==> src/rtl/crc16_pkg.sv <==
// Shared CRC-16 definitions (poly 0x8005, init 0xFFFF, MSB-first, one 16-bit word per update)
// used by both the transmit generator and the receive-side frame checker.
package crc16_pkg;

    localparam logic [15:0] CRC_POLY = 16'h8005;
    localparam logic [15:0] CRC_INIT = 16'hFFFF;

    typedef enum logic {
        IDLE,
        IN_FRAME
    } state_t;

    // The loop unrolls into the 16-bit parallel next-state equations.
    function automatic logic [15:0] crc16_update(input logic [15:0] crc, input logic [15:0] data);
        logic [15:0] c;
        logic        fb;
        c = crc;
        for (int i = 15; i >= 0; i--) begin
            fb = c[15] ^ data[i];
            c  = {c[14:0], 1'b0} ^ (fb ? CRC_POLY : 16'h0000);
        end
        return c;
    endfunction

endpackage

==> src/rtl/crc16_word_update.sv <==
// Combinational one-word CRC-16 step; the transmit-side generator instantiates the same block.
module crc16_word_update
    import crc16_pkg::*;
(
    input  logic [15:0] crc_in,
    input  logic [15:0] data,
    output logic [15:0] crc_out
);

    assign crc_out = crc16_update(crc_in, data);

endmodule

==> config.mk <==
export PLATFORM = sky130hd
export DESIGN_NAME = crc16_word_update
export DESIGN_NICKNAME = d
export VERILOG_FILES = /design/src/rtl/crc16_pkg.sv /design/src/rtl/crc16_word_update.sv
export SDC_FILE = /design/constraint.sdc
export NUM_CORES = 1
export LEC_CHECK = 0
export ABC_AREA = 1
export BUFFER_PORTS_ARGS = -buffer_cell sky130_fd_sc_hd__buf_2
export CORE_ASPECT_RATIO = 0.75
export CORE_MARGIN = 5
export CORE_UTILIZATION = 35
export DETAILED_ROUTE_END_ITERATION = 12
export GPL_TIMING_DRIVEN = 0
export PLACE_DENSITY = 0.76
export SYNTH_ARGS = -nofsm -noshare
export SYNTH_HDL_FRONTEND = slang
export SYNTH_SLANG_ARGS = --single-unit
==> constraint.sdc <==
create_clock -name vclk -period 6.5
set_clock_uncertainty 0.15 [all_clocks]
set_input_delay 1.3 -clock vclk [all_inputs]
set_output_delay 1.3 -clock vclk [all_outputs]
set_load 0.02 [all_outputs]
==> flow_metrics.py, run 1 <==
metrics = {
    "status": {
        "status": "complete, no violations",
    },
    "power": {
        "seq_power_share": 0,
        "totalPowerFinal_uw": 268,
        "comb_power_share": 1.000,
        "peakVddDrop_uv": 152,
        "p_switching_uw": 172,
        "intPower_uw": 96.2,
        "switching_share": 0.641,
        "p_leak_uw": 0.000613,
        "power.density_nw_per_um2": 259,
        "clockPowerShare": 0,
    },
    "floorplanning": {
        "dieArea_um2": 3230,
        "rows": 14,
        "coreArea_um2": 2050,
        "die_w_um": 64.0,
        "initial_core_util": 0.373,
        "io_pins": 48,
        "die_h_um": 50.5,
    },
    "finish": {
        "syn_to_final_growth_pct": 35.4,
        "drive_above_1_share": 0.494,
        "ff_latch_area_um2": 0,
        "seq_cells": 0,
        "clkbuf_count": 0,
        "n_antenna_cell": 0,
        "nNetsFinal": 194,
    },
    "synth": {
        "synth_cell_types": 9,
        "synth_nets": 144,
        "synth_area_um2": 764,
        "avgSynthCellArea_um2": 6.83,
        "synth-compound-area-share": 0,
        "synth_xor_area_frac": 0.378,
        "synth.mux.area_fraction": 0,
        "synthSimpleGateAreaFrac": 0.534,
        "yosys_warnings": 0,
        "synth_top_area_share": 0.218,
        "postSynthCellCount": 112,
        "synth_top_area_cell": "xor2_1",
        "synthAdderAreaFrac": 0,
        "synth.area.top_cells": "xor2_1 22%, xnor2_1 16%, nand3_2 12%",
        "synth_top_family_by_area": "simple AND/OR/NAND/NOR gates",
        "ys_seq_area_frac": 0,
    },
    "placed_design": {
        "port_buffers": 48,
        "gp_congestion": 0.794,
        "dp_slack_ps": 1350,
        "dp_hpwl_um": 1630,
    },
    "global_route": {
        "antenna_found_initial": 0,
        "grt_start_max_net_pins": 5,
        "grt_pass1_wl_um": 2950,
        "overflow": 0,
        "grt_pass1_vias": 771,
        "track_usage": 0.102,
    },
    "clocking": {
        "cts_setup_buffers": 0,
        "hold_buffers": 0,
        "cts-resized-gates": 0,
    },
    "route": {
        "drc": 0,
        "wire_per_inst_um": 9.33,
        "drtIter0Drc": 13,
        "vias": 800,
        "vias_per_cell": 4.35,
        "drt_wl_total_um": 1720,
        "ant_nets": 0,
        "first_pass_iters": 4,
    },
    "min_path": {
        "hold_path_class": "in -> out",
        "whs_path_depth": 4,
    },
    "critical_path": {
        "endpoint_kind": "output port",
        "critPathRequiredTime_ps": 5050,
        "critPathMaxFanout": 4,
        "worstSetupPathType": "in -> out",
        "worst_setup_path_start_kind": "input port",
        "critPathArrivalTime_ps": 3680,
    },
    "timing": {
        "tightest_slew_ps": 347,
        "max_freq_mhz": 195,
        "rsz0062_at_grt": "false",
        "setup_violations": 0,
        "final_hold_viol_count": 0,
        "fin_crit_ps": 5130,
        "drv_slew": 0,
        "slew-limit-headroom": 0.768,
        "period_share": 0.789,
        "tns_ps": 0,
        "setup_ws_ps": 1370,
    },
    "flow_run": {
        "maxCapViolCount": 0,
    },
}
[cells by family (layout without fill, tap and decap cells)]
| group | count (synthesis) | after routing |
|---|---|---|
| and+or+nand+nor | 61 | 61 |
| xor gates and xnor gates | 33 | 33 |
| buffers and inverters | 18 | 66 |
[synthesized netlist by cell type]
| cell type | count |
|---|---|
| nand3_4 | 1 |
| nand2_2 | 13 |
| nand2_1 | 17 |
| nand3_2 | 9 |
| nand3_1 | 13 |
| xor2_1 | 19 |
| inv_1 | 18 |
| xnor2_1 | 14 |
| nand2_4 | 8 |
[placed cells by master, fill, tap and decap left out]
cell / synthesis / final
nand3_1: 13 / 13
nand3_4: 1 / 1
inv_1: 18 / 18
xor2_1: 19 / 19
nand3_2: 9 / 9
xnor2_1: 14 / 14
nand2_1: 17 / 17
nand2_4: 8 / 8
buf_2: 0 / 48
nand2_2: 13 / 13
[worst paths after layout]
check,start,to,slack (ps)
max,crc_in[15],crc_out[15],1370
min,data[3],crc_out[4],2930
[per-stage QoR]
step                      std cells  hold slack (ps)  instance area, um2   util
after floorplan                 112             2760                 764      -
after global placement          184             2920                1030  0.505
after detailed placement        184             2940                1030  0.505
after CTS                       184             2940                1030  0.505
after global routing            184             2960                1030  0.505
final                           184             2930                1030  0.505
[per-layer routing]
| layer | vias up | share of wire | global-route usage |
|---|---|---|---|
| met1 | 340 | 0.44 | 0.128 |
| li1 | 441 | - | - |
| met5 | - | 0 | 0 |
| met3 | 0 | 0.056 | 0.0112 |
| met2 | 19 | 0.50 | 0.199 |
| met4 | 0 | 0 | 0 |
[worst max-delay path: stages]
cell and delay (ps):
buf_2 110, inv_1 80, nand2_1 50, nand2_1 80, nand2_2 90, nand2_4 100
nand2_4 60, nand3_1 110, nand3_2 130, nand3_1 140, nand3_2 130, nand2_4 110
nand2_2 60, nand3_2 90, nand2_2 100, nand2_2 100, nand3_4 80, nand3_1 140
nand3_2 100, nand2_2 120, nand2_2 60, nand2_2 70, nand2_1 50, nand2_1 60
buf_2 160
[cell type report]
type	instances	area, um2
fill	211	1010
inverter	18	67.6
multi-input combinational	94	697
timing repair buffer	48	240
tap	24	30.0
[power groups by stage]
| stage | clock (uW) | sequential [uW] | combinational (uW) |
|---|---|---|---|
| detailed placement | 0 | 0 | 271 |
| global placement | 0 | 0 | 268 |
| CTS | 0 | 0 | 272 |
| floorplan | 0 | 0 | 197 |
| finish | 0 | 0 | 268 |
| global route | 0 | 0 | 292 |
Power figures use the tool's default switching activity.
==> run 2, diff against run 1 <==
Settings changed: PLACE_DENSITY 0.76 to 0.78.
Clock period 6.5 ns to 4.43 ns, I/O delays scaled along.
==> flow_metrics.py, run 2 (synthesis results as in run 1) <==
metrics = {
    "finish": {
        "drive_above_1_share": 0.621,
        "layout.cells.most_common": "buf_2",
        "fin_cells": 193,
        "seq_cells": 0,
        "n_antenna_cell": 0,
        "syn_to_final_growth_pct": 68.1,
        "final_cell_mix": "47 x buf_2, 18 x xor2_1, 17 x inv_1",
        "clkbuf_count": 0,
        "fill_cells": 186,
        "ff_latch_area_um2": 0,
        "multi_input_area_um2": 873,
        "nNetsFinal": 203,
    },
    "power": {
        "p_leak_uw": 0.000719,
        "peakVddDrop_uv": 240,
        "clockPowerShare": 0,
        "comb_power_share": 1.000,
        "switching_share": 0.612,
        "seq_power_share": 0,
        "power.density_nw_per_um2": 378,
        "intPower_uw": 188,
        "p_switching_uw": 297,
    },
    "global_route": {
        "grt_pass1_wl_um": 3170,
        "antenna_found_initial": 0,
        "use_met2": 0.246,
        "track_usage": 0.112,
        "overflow": 0,
        "grt.busiest_layer": "met2",
        "grtUsageMet3": 0.00670,
        "grt_start_max_net_pins": 5,
        "grt_pass1_vias": 788,
        "grtUsageMet1": 0.116,
    },
    "clocking": {
        "hold_buffers": 0,
    },
    "timing": {
        "final_hold_viol_count": 0,
        "setup_violations": 0,
        "slew-limit-headroom": 0.693,
        "period_share": 0.990,
        "max_freq_mhz": 228,
        "drv_slew": 0,
        "tns_ps": 0,
        "fin_crit_ps": 4380,
        "tightest_slew_ps": 457,
    },
    "route": {
        "drtIter0Drc": 16,
        "ant_nets": 0,
        "vias": 904,
        "wire_per_inst_um": 12.6,
        "vias_per_cell": 4.68,
        "drt_wl_total_um": 2440,
        "first_pass_iters": 3,
        "drc": 0,
    },
    "flow_run": {
        "maxCapViolCount": 0,
    },
    "status": {
        "status": "complete, no violations",
    },
    "placed_design": {
        "port_buffers": 48,
        "place_inst": 184,
        "gp_congestion": 0.723,
        "dp_hpwl_um": 1820,
    },
    "critical_path": {
        "worstSetupPathType": "in -> out",
        "cp_top_family": "simple AND/OR/NAND/NOR gates",
        "critPathArrivalTime_ps": 3350,
        "critPathRequiredTime_ps": 3390,
        "critPathMaxFanout": 4,
        "crit_buf_inv": 3,
        "slowest_stage": "nand2_2",
        "slowest_delay_ps": 130,
        "cpMostUsedCell": "nand2_4",
        "endpoint_kind": "output port",
        "worst_setup_path_start_kind": "input port",
    },
    "floorplanning": {
        "coreArea_um2": 2050,
        "initial_core_util": 0.373,
        "dieArea_um2": 3230,
        "io_pins": 48,
        "die_h_um": 50.5,
        "rows": 14,
        "die_w_um": 64.0,
    },
    "min_path": {
        "hold_path_class": "in -> out",
    },
}
run 2: changes by cell type in the layout (fill, tap and decap cells not counted), sizes merged:
cell / previous run / this run
buf: 48 / 57
run 2: timing repair:
item	4_1_cts	5_1_grt
buffers inserted	0	9
gates resized for setup	0	33
setup endpoints to repair	0	3
run 2: stage by stage:
stage	hold WS, ps	util	power, uW	area [um2]	worst slack [ps]
floorplan	1930	-	289	764	439
global placement	2100	0.505	390	1030	199
detailed placement	2120	0.505	399	1030	68.1
CTS	2120	0.505	400	1030	55.7
global route	2160	0.627	524	1280	-133
finish	2110	0.627	486	1280	46.0
run 2: cell type report:
class	instances	area share
Timing Repair Buffer	57	0.244
Inverter	18	0.0526
Multi-Input combinational cell	94	0.680
Tap cell	24	0.0234
run 2: per-layer routing:
layer,vias to the layer above,share of wire
met4,0,0.024
met3,6,0.048
met5,-,0
li1,458,-
met1,417,0.34
met2,23,0.59
run 2: path summary, 6_finish.rpt:
path | from | end | slack [ps] | cells after the start
max | data[15] | crc_out[15] | 50 | 28
min | data[2] | crc_out[4] | 2110 | 4
run 2: power by group through the flow:
stage / registers, uW / logic, uW / clock network (uW)
floorplan: 0 / 289 / 0
global placement: 0 / 390 / 0
detailed placement: 0 / 399 / 0
CTS: 0 / 400 / 0
global route: 0 / 524 / 0
finish: 0 / 486 / 0
